File: config.mk
export PLATFORM = sky130hd
export DESIGN_NAME = div_driver
export DESIGN_NICKNAME = d
export VERILOG_FILES = /design/src/rtl/div_pkg.sv /design/src/rtl/div_result_fifo.sv /design/src/rtl/div_driver.sv
export SDC_FILE = /design/constraint.sdc
export NUM_CORES = 1
export LEC_CHECK = 0
export CORE_AREA = 8 8 245 188
export DETAILED_ROUTE_END_ITERATION = 10
export DIE_AREA = 0 0 253 196
export HOLD_SLACK_MARGIN = 0.02
export PLACE_DENSITY = 0.78
export SETUP_SLACK_MARGIN = 0.02
export SYNTH_ARGS = -nofsm -noshare
export SYNTH_HDL_FRONTEND = slang
export SYNTH_SLANG_ARGS = --single-unit
File: constraint.sdc
create_clock -name clock -period 9.5 [get_ports clock]
set_input_delay 1.9 -clock clock [delete_from_list [all_inputs] [get_ports clock]]
set_output_delay 1.9 -clock clock [all_outputs]
set_load 0.05 [all_outputs]
File: src/rtl/div_pkg.sv
// div_pkg: defaults and constants shared by div_driver and the external divider.
package div_pkg;
    localparam int DATA_WIDTH_DEF = 32;
    localparam int PIPELINE_DEF = 4;
    localparam logic [DATA_WIDTH_DEF-1:0] DIV_ZERO_QUOTIENT = '1;
endpackage

File: src/rtl/div_result_fifo.sv
// div_result_fifo: power-of-two circular result buffer with occupancy count.
module div_result_fifo #(
    parameter int WIDTH = 8,
    parameter int DEPTH = 8
) (
    input  logic                     clock,
    input  logic                     rst_n,
    input  logic                     push,
    input  logic                     pop,
    input  logic [WIDTH-1:0]         wr_data,
    output logic [WIDTH-1:0]         rd_data,
    output logic                     full,
    output logic                     empty,
    output logic [$clog2(DEPTH):0]   count
);
    localparam int AW = $clog2(DEPTH);
    logic [WIDTH-1:0] mem [DEPTH];
    logic [AW-1:0] wr_ptr, rd_ptr;
    logic do_push, do_pop;
    assign empty = count == '0;
    assign full = count == (AW+1)'(DEPTH);
    assign do_pop = pop && !empty;
    assign do_push = push && (!full || do_pop);
    assign rd_data = mem[rd_ptr];
    always_ff @(posedge clock or negedge rst_n) begin
        if (!rst_n) begin
            wr_ptr <= '0;
            rd_ptr <= '0;
            count <= '0;
        end else begin
            if (do_push) wr_ptr <= wr_ptr + AW'(1);
            if (do_pop) rd_ptr <= rd_ptr + AW'(1);
            count <= count + (AW+1)'(do_push) - (AW+1)'(do_pop);
        end
    end
    always_ff @(posedge clock) begin
        if (do_push) mem[wr_ptr] <= wr_data;
    end
endmodule

File: src/rtl/div_driver.sv
// div_driver: credit-based wrapper around an external fixed-latency divider; DIV_ZERO_CHECK_EN adds divide-by-zero override.
module div_driver
    import div_pkg::*;
#(
    parameter int DATA_WIDTH = DATA_WIDTH_DEF,
    parameter int PIPELINE = PIPELINE_DEF,
    parameter int FIFO_DEPTH = 8
) (
    input  logic                  clock,
    input  logic                  rst_n,
    input  logic                  in_valid,
    output logic                  in_ready,
    input  logic [DATA_WIDTH-1:0] in_numer,
    input  logic [DATA_WIDTH-1:0] in_denom,
    output logic [DATA_WIDTH-1:0] div_numer,
    output logic [DATA_WIDTH-1:0] div_denom,
    input  logic [DATA_WIDTH-1:0] div_quotient,
    input  logic [DATA_WIDTH-1:0] div_remain,
    output logic                  out_valid,
    input  logic                  out_ready,
    output logic [DATA_WIDTH-1:0] out_quotient,
    output logic [DATA_WIDTH-1:0] out_remain,
    output logic                  out_div_zero
);
    localparam int CW = $clog2(FIFO_DEPTH) + 1;
    logic [PIPELINE:0] tag;
    logic [CW-1:0] fifo_count;
    logic accept, fifo_empty, fifo_full_unused;
    // Every tag already owns a FIFO slot, so results can never be dropped.
    assign in_ready = 32'($countones(tag)) + 32'(fifo_count) < 32'(FIFO_DEPTH);
    assign accept = in_valid && in_ready;
    assign out_valid = !fifo_empty;
    always_ff @(posedge clock or negedge rst_n) begin
        if (!rst_n) begin
            tag <= '0;
            div_numer <= '0;
            div_denom <= '0;
        end else begin
            tag <= {tag[PIPELINE-1:0], accept};
            if (accept) begin
                div_numer <= in_numer;
                div_denom <= in_denom;
            end
        end
    end
`ifdef DIV_ZERO_CHECK_EN
    localparam int RW = 2*DATA_WIDTH + 1;
    logic [PIPELINE:0] zero_pipe;
    logic [DATA_WIDTH-1:0] numer_pipe [PIPELINE+1];
    logic [RW-1:0] wr_data, rd_data;
    always_ff @(posedge clock) begin
        zero_pipe <= {zero_pipe[PIPELINE-1:0], in_denom == '0};
        numer_pipe[0] <= in_numer;
        for (int i = 1; i <= PIPELINE; i++) numer_pipe[i] <= numer_pipe[i-1];
    end
    assign wr_data = zero_pipe[PIPELINE] ? {{DATA_WIDTH{DIV_ZERO_QUOTIENT[0]}}, numer_pipe[PIPELINE], 1'b1}
                                         : {div_quotient, div_remain, 1'b0};
    assign out_quotient = rd_data[RW-1 -: DATA_WIDTH];
    assign out_remain = rd_data[DATA_WIDTH -: DATA_WIDTH];
    assign out_div_zero = !fifo_empty && rd_data[0];
`else
    localparam int RW = 2*DATA_WIDTH;
    logic [RW-1:0] wr_data, rd_data;
    assign wr_data = {div_quotient, div_remain};
    assign out_quotient = rd_data[RW-1 -: DATA_WIDTH];
    assign out_remain = rd_data[DATA_WIDTH-1:0];
    assign out_div_zero = 1'b0;
`endif
    div_result_fifo #(.WIDTH(RW), .DEPTH(FIFO_DEPTH)) u_fifo (
        .clock   (clock),
        .rst_n   (rst_n),
        .push    (tag[PIPELINE]),
        .pop     (out_ready),
        .wr_data (wr_data),
        .rd_data (rd_data),
        .full    (fifo_full_unused),
        .empty   (fifo_empty),
        .count   (fifo_count)
    );
endmodule
==> impl_metrics.ini, run 1 <==
[clock_tree]
cts_tree = built
cts_root_buf = clkbuf_16
numClockSinks = 591
insertion_delay_ps = 580
cts_made_buffers = 55
postCtsSetupRepairBufs = 0
htreeDepth = 2
cts.path.max_buffers = 3
cts.clk_slew.worst_paths_ps = 60
cts_resized = 0
ctsHoldBuffers = 0

[worst_setup_path]
worstPathRequired_ps = 7600
start_kind = flip-flop
crit_arrival_ps = 3920
end_kind = primary output
cp_max_fo = 120
crit_type = flip-flop to primary output

[grt]
antenna_found_initial = 3
grt_pass1_vias = 12057
grt_usage = 0.190
grt_max_degree = 121
grt_pass1_wl_um = 72700
overflow = 0

[layout]
mostFrequentLayoutCells = edfxtp_1, clkdlybuf4s50_1, mux2i_1, dfrtp_1, nand2b_1
nNetsFinal = 1520
design_area_um2 = 27700
drive_gt1_frac = 0.192
syn_to_final_growth_pct = 21.1
fin_cells = 2000
fillers = 2861
layout_commonest_cell = edfxtp_1
final_util = 0.652
multi_input_area_um2 = 5090
seq_area_um2 = 17400

[sta]
hold_viol = 0
fin_crit_ps = 5820
rsz0062_at_grt = no
skew_ps = 12.8
drv_slew = 0
setup-violations-final = 0
tns_ps = 0
tightest_slew_ps = 1110
fin_ws_ps = 3680
max-slew-margin-rel = 0.258
post-route-period-util = 0.612
max_freq_mhz = 172

[logic_synthesis]
ys_types = 37
yosys_warnings = 0
synth_fp_nets = 1241
synthArstFlopShare = 0.134
syn_area_per_cell_um2 = 20.9
ys.flop_type = edfxtp_1
synth-edff-count = 512
synth_seq_area_share = 0.759
ys_ff_latch = 591
netlist_instances = 1095
synth_area_um2 = 22800

[placement]
place_area_um2 = 26000
port_buffers = 261
place_ws_ps = 4230
dpl.cell_count = 1895
place.gp.congestion = 0.745
dp_hpwl_um = 27200

[pwr]
p_per_area_nw_per_um2 = 353
vdd_ir_drop_max_v = 0.000243
leakagePower_nw = 9.46

[floorplan]
core_um2 = 42400
die_x_um = 253
start_util = 0.538
die_h_um = 196
die_area_um2 = 49600
core.rowCount = 66
io_pins = 263

[drt]
ant_nets = 0
totalWireLength_um = 47500
wire_per_inst_um = 23.8
dr.pass1.iters = 5
vias = 11225
vias_per_cell = 5.61
drtIter0Drc = 826
drc_errors = 0

[job]
cap_violations = 0

[outcome]
outcome = complete, no violations

[worst_hold_path]
hold_path.class = flip-flop to flip-flop
[sequential cells by signal (all words and copies together), names as in the netlist]
register and cells:
tag 5, u_fifo.count 4, u_fifo.mem 512, div_numer 32, div_denom 32, u_fifo.wr_ptr 3
u_fifo.rd_ptr 3
[report_power, final]
group          switching [mW]  total (mW)  internal, mW
Clock                   0.906        2.04          1.14
Combinational            2.67        4.26          1.59
Sequential              0.212        3.47          3.26
Total                    3.78        9.77          5.98
[cells by family after synthesis]
kind of cell,count (synthesis),synth area share
AOI/OAI and AO/OA,70,0.0347
xor gates and xnor gates,6,0.00230
adders and majority gates,14,0.00865
buffers and inverters,70,0.0204
DFF,591,0.759
muxes,258,0.152
other,1,0.000164
and+or+nand+nor,85,0.0227
[worst paths after layout]
path	from	end	slack, ps	cells past startpoint
setup reg to reg	u_fifo.count[2]$_DFF_PN0_	u_fifo.mem[5][53]$_DFFE_PP_	6200	6
hold / removal	tag[3]$_DFF_PN0_	tag[4]$_DFF_PN0_	400	0
max in group asynchronous	rst_n	u_fifo.rd_ptr[0]$_DFFE_PN0P_	7230	1
setup / recovery	u_fifo.rd_ptr[0]$_DFFE_PN0P_	out_quotient[9]	3680	5
hold reg to reg	tag[3]$_DFF_PN0_	tag[4]$_DFF_PN0_	400	0
min in group asynchronous	rst_n	div_numer[25]$_DFFE_PN0P_	1510	1
[Yosys cell counts, drive strengths merged, types with 2 or more instances]
cell	instances	area, um2
clkbuf	15	56.3
buf	42	360
o221ai	64	748
xnor2	5	43.8
mux4	64	1440
fa	3	60.1
mux2	66	743
nand2	3	11.3
nand2b	67	419
ha	11	138
or3b	2	17.5
nor2	3	11.3
o211ai	2	15.0
edfxtp	512	15400
inv	13	48.8
nor3	4	20.0
dfrtp	79	1980
mux2i	128	1280
[through the flow]
stage	hold WS [ps]	power (mW)
after floorplan	354	6.55
after global placement	384	7.76
after detailed placement	384	7.84
after CTS	402	9.89
after global routing	410	10.2
final	399	9.77
[metal layers]
layer | routed length, um | track usage
met2 | 22900 | 0.311
met1 | 20200 | 0.251
met5 | 27 | 0
met3 | 3830 | 0.0612
met4 | 628 | 0.0385
[worst max-delay path, stage by stage (launching register included)]
cell and delay (ps):
dfrtp_4 860, buf_12 630, mux4_2 600, nand2b_1 100, o221ai_2 130, clkdlybuf4s50_1 760
[cell type report]
| cell class | count | share of cell area |
|---|---|---|
| timing repair buffer | 279 | 0.0997 |
| inverter | 13 | 0.00176 |
| sequential | 591 | 0.627 |
| tap | 578 | 0.0261 |
| clock buffer | 76 | 0.0544 |
| clock inverter | 28 | 0.00647 |
| antenna | 1 | 0.0000904 |
| multi-input combinational | 434 | 0.184 |
No activity file was read; power rests on OpenSTA's default activity.
==> run 2, diff against run 1 <==
- clock period: 9.5 -> 5.4 ns (I/O delays scaled with it)
==> impl_metrics.ini, run 2 (synthesized netlist as in run 1, its figures left out) <==
[sta]
setup-violations-final = 0
post-route-period-util = 0.842
tns_ps = 0
max-slew-margin-rel = 0.258
fin_crit_ps = 4550
skew_ps = 13.8
hold_viol = 0
drv_slew = 0
tightest_slew_ps = 1110
rsz0062_at_grt = no
max_freq_mhz = 220

[worst_setup_path]
crit_type = flip-flop to primary output
slowest_delay_ps = 790
r2r.worst_path.cells = 9
worstPathRequired_ps = 4320
start_kind = flip-flop
critical_path.cell_chain = nand2_4, buf_4, o221ai_1, clkdlybuf4s50_1
cp_max_fo = 39
end_kind = primary output
critPathSlowestCell = clkdlybuf4s50_1
crit_arrival_ps = 3470

[placement]
place.gp.congestion = 0.728
dp_hpwl_um = 28200
port_buffers = 261

[layout]
reg.largest.list = u_fifo.mem: 512 flops, div_denom: 32 flops, div_numer: 32 flops
layout_commonest_cell = edfxtp_1
mostFrequentLayoutCells = edfxtp_1, clkdlybuf4s50_1, mux2i_1, dfrtp_1, nand2b_1
syn_to_final_growth_pct = 22.1
regMostFlops = u_fifo.mem
largest_reg_flops = 512
nNetsFinal = 1527
final_util = 0.657
drive_gt1_frac = 0.196

[drt]
drtIter0Drc = 828
drc_errors = 0
dr.pass1.iters = 5
vias_per_cell = 5.62
wire_per_inst_um = 23.5
ant_nets = 0
vias = 11276
totalWireLength_um = 47200

[outcome]
outcome = complete, no violations

[pwr]
vdd_ir_drop_max_v = 0.000492
leakagePower_nw = 9.56
p_per_area_nw_per_um2 = 626

[clock_tree]
cts_root_buf = clkbuf_16
cts_made_buffers = 55
cts_resized = 0
cts.clk_slew.worst_paths_ps = 60
ctsHoldBuffers = 0
cts_tree = built
postCtsSetupRepairBufs = 0
cts.path.max_buffers = 3
htreeDepth = 2
numClockSinks = 591
insertion_delay_ps = 570

[floorplan]
core.rowCount = 66
io_pins = 263
core_um2 = 42400
start_util = 0.538
die_x_um = 253
die_area_um2 = 49600
die_h_um = 196

[worst_hold_path]
holdPathStages = 0
hold_path.class = flip-flop to flip-flop

[grt]
grt_pass1_wl_um = 72000
overflow = 0
grt_max_degree = 80
grt_pass1_vias = 12056
antenna_found_initial = 2
grt_usage = 0.188

[job]
cap_violations = 0
[run 2: changes by cell type in the layout (fill, tap and decap cells not counted), sizes merged]
cell and delta:
clkinvlp +3, clkinv -1, clkbuf -8, inv -2, bufinv +6, buf +7
diode +1
[run 2: critical path: cells and delay by family (launching register included)]
kind,cells,cell delay [ps]
buffers and inverters,2,1460
AND/OR/NAND/NOR,1,410
AO/OA/AOI/OAI,1,300
flip-flops,1,680
[run 2: layout make-up]
cell class                 instances  area (um2)
inverter                          13        48.8
fill                            2809       14500
multi-input combinational        434        5110
tap                              578         723
timing repair buffer             286        2840
clock inverter                    34         352
clock buffer                      68        1470
antenna                            2        5.00
sequential                       591       17400
[run 2: path summary, 6_finish.rpt]
path / start / endpoint / slack [ps]
worst max-delay path: u_fifo.rd_ptr[1]$_DFFE_PN0P_ / out_remain[1] / 850
worst min-delay path: tag[2]$_DFF_PN0_ / tag[3]$_DFF_PN0_ / 390
worst max register to register: tag[0]$_DFF_PN0_ / div_denom[29]$_DFFE_PN0P_ / 1800
worst min register to register: tag[2]$_DFF_PN0_ / tag[3]$_DFF_PN0_ / 390
max in group asynchronous: rst_n / u_fifo.rd_ptr[1]$_DFFE_PN0P_ / 3970
min in group asynchronous: rst_n / div_denom[31]$_DFFE_PN0P_ / 670
[run 2: routing by layer]
metal,up-vias,wire (um),GRT usage
met4,2,674,0.0391
met1,5811,19700,0.252
met3,57,4060,0.0599
met5,-,11,0
met2,393,22700,0.303
li1,5013,-,-
[run 2: per-stage QoR]
step,cells,worst slack [ps],hold slack (ps),area [um2],power (mW)
2_1_floorplan,1095,-1040,354,22900,11.5
3_3_place_gp,1902,1440,358,26100,13.7
3_5_place_dp,1902,1410,388,26100,13.8
4_1_cts,2004,786,395,27900,17.7
5_1_grt,2004,686,395,27900,18.2
6_report,2006,854,393,27900,17.5
[run 2: where the power goes]
part / total, mW / internal (mW) / switching (mW) / leakage (nW)
clock network: 3.86 / 2.26 / 1.60 / 0.876
logic: 7.49 / 2.82 / 4.67 / 3.13
registers: 6.11 / 5.72 / 0.388 / 5.55
total: 17.5 / 10.8 / 6.66 / 9.56
==> run 3, diff against run 2 <==
- clock period: 5.4 -> 4.4 ns (I/O delays scaled with it)
==> impl_metrics.ini, run 3 (synthesized netlist as in run 1, its figures left out) <==
[floorplan]
core_um2 = 42400
die_h_um = 196
start_util = 0.538
io_pins = 263
core.rowCount = 66
die_x_um = 253
die_area_um2 = 49600

[sta]
tightest_slew_ps = 1010
fin_ws_ps = 175
drv_slew = 0
setup-violations-final = 0
fin_crit_ps = 4230
max-slew-margin-rel = 0.329
post-route-period-util = 0.960
hold_viol = 0
tns_ps = 0
rsz0062_at_grt = no
max_freq_mhz = 237
skew_ps = 17.5

[clock_tree]
cts_root_buf = clkbuf_16
cts_made_buffers = 56
cts_tree = built
numClockSinks = 591
htreeDepth = 2
cts.clk_slew.worst_paths_ps = 60
postCtsSetupRepairBufs = 0
insertion_delay_ps = 570
cts.path.max_buffers = 3

[pwr]
leakagePower_nw = 9.58
power.share.clock = 0.217
vdd_ir_drop_max_v = 0.000730
internal-power_mw = 13.2
p_per_area_nw_per_um2 = 768
fin_total_pwr_mw = 21.4
seq_power_share = 0.349
power.switching_mw = 8.25
power_frac_comb = 0.434
sw_frac_of_total = 0.385

[outcome]
outcome = complete, no violations

[worst_setup_path]
r2r_slack_ps = 1090
crit_type = flip-flop to primary output
crit_arrival_ps = 3350
r2r-end = div_numer[20]$_DFFE_PN0P_
cp_max_fo = 44
start_kind = flip-flop
end_kind = primary output
r2r_start = tag[0]$_DFF_PN0_
worstPathRequired_ps = 3520
r2r.worst_path.cells = 9

[drt]
met2_length_um = 23600
drtIter0Drc = 790
wl_met1_um = 20100
wl_met3_um = 4140
top_layer = met4
vias_per_cell = 5.61
wire_per_inst_um = 24.1
totalWireLength_um = 48500
drc_errors = 0
dr.pass1.iters = 5
vias = 11279
ant_nets = 0

[grt]
grt_usage = 0.196
overflow = 0
grt_pass1_wl_um = 74100
antenna_found_initial = 3
grt_pass1_vias = 12214
grt_max_degree = 80

[worst_hold_path]
holdPathStages = 0
hold_path.class = flip-flop to flip-flop
hp-start = tag[2]$_DFF_PN0_
worstHoldEndpoint = tag[3]$_DFF_PN0_

[placement]
dp_hpwl_um = 28200
place.gp.congestion = 0.774
place_area_um2 = 26100
place_ws_ps = 616
port_buffers = 261

[layout]
syn_to_final_growth_pct = 22.3
regMostFlops = u_fifo.mem
reg.largest.list = u_fifo.mem: 512 flops, div_denom: 32 flops, div_numer: 32 flops
largest_reg_flops = 512
fillers = 2877
nNetsFinal = 1532
drive_gt1_frac = 0.200
mostFrequentLayoutCells = edfxtp_1, clkdlybuf4s50_1, mux2i_1, dfrtp_1, nand2b_1
layout_commonest_cell = edfxtp_1
design_area_um2 = 27900
final_util = 0.658

[job]
cap_violations = 0
==> run 3: what timing repair did <==
| action | in CTS | in global routing |
|---|---|---|
| gates resized for setup | 1 | 1 |
| hold buffers | 0 | 0 |
| endpoints found under the setup margin | 4 | 1 |
| cloned | 0 | 0 |
==> run 3: power by group through the flow <==
stage,Sequential (mW),Clock (mW),Combinational [mW]
floorplan,8.52,0,5.62
global placement,7.55,0,9.34
detailed placement,7.60,0,9.42
CTS,7.50,4.74,9.46
global route,7.58,4.96,9.83
finish,7.49,4.65,9.30
==> run 3: per-stage QoR <==
step	instances	hold slack, ps
after floorplan	1095	354
after CTS	2009	386
after global routing	2012	413
after detailed placement	1906	362
final	2012	385
after global placement	1906	369
==> run 3: layout make-up <==
cell class / count / area (um2) / area share
antenna: 3 / 7.51 / 0.000269
clock buffer: 75 / 1520 / 0.0545
clock inverter: 28 / 259 / 0.00927
inverter: 13 / 48.8 / 0.00175
multi-input combinational: 434 / 5110 / 0.183
sequential: 591 / 17400 / 0.621
tap: 578 / 723 / 0.0259
timing repair buffer: 290 / 2910 / 0.104
==> run 3: how the worst max path moves through the flow <==
stage | endpoint | startpoint | slack [ps]
floorplan | u_fifo.mem[2][0]$_DFFE_PP_ | out_ready | -1840
global placement | out_remain[0] | u_fifo.rd_ptr[1]$_DFFE_PN0P_ | 630
detailed placement | out_remain[0] | u_fifo.rd_ptr[1]$_DFFE_PN0P_ | 620
CTS | out_quotient[22] | u_fifo.rd_ptr[2]$_DFFE_PN0P_ | 110
global route | out_quotient[1] | u_fifo.rd_ptr[2]$_DFFE_PN0P_ | 50
finish | out_quotient[22] | u_fifo.rd_ptr[2]$_DFFE_PN0P_ | 170
==> run 3: worst max-delay path: stages, from the launching register on <==
cell             delay [ps]
dfrtp_2                 680
nand2b_4                570
buf_4                   430
o221ai_2                220
clkdlybuf4s50_1         850
==> run 3: per-layer routing <==
layer  global-route usage  vias up
met4               0.0419        0
met3               0.0624       54
met2                0.321      393
li1                     -     4997
met5                    0        -
met1                0.256     5835
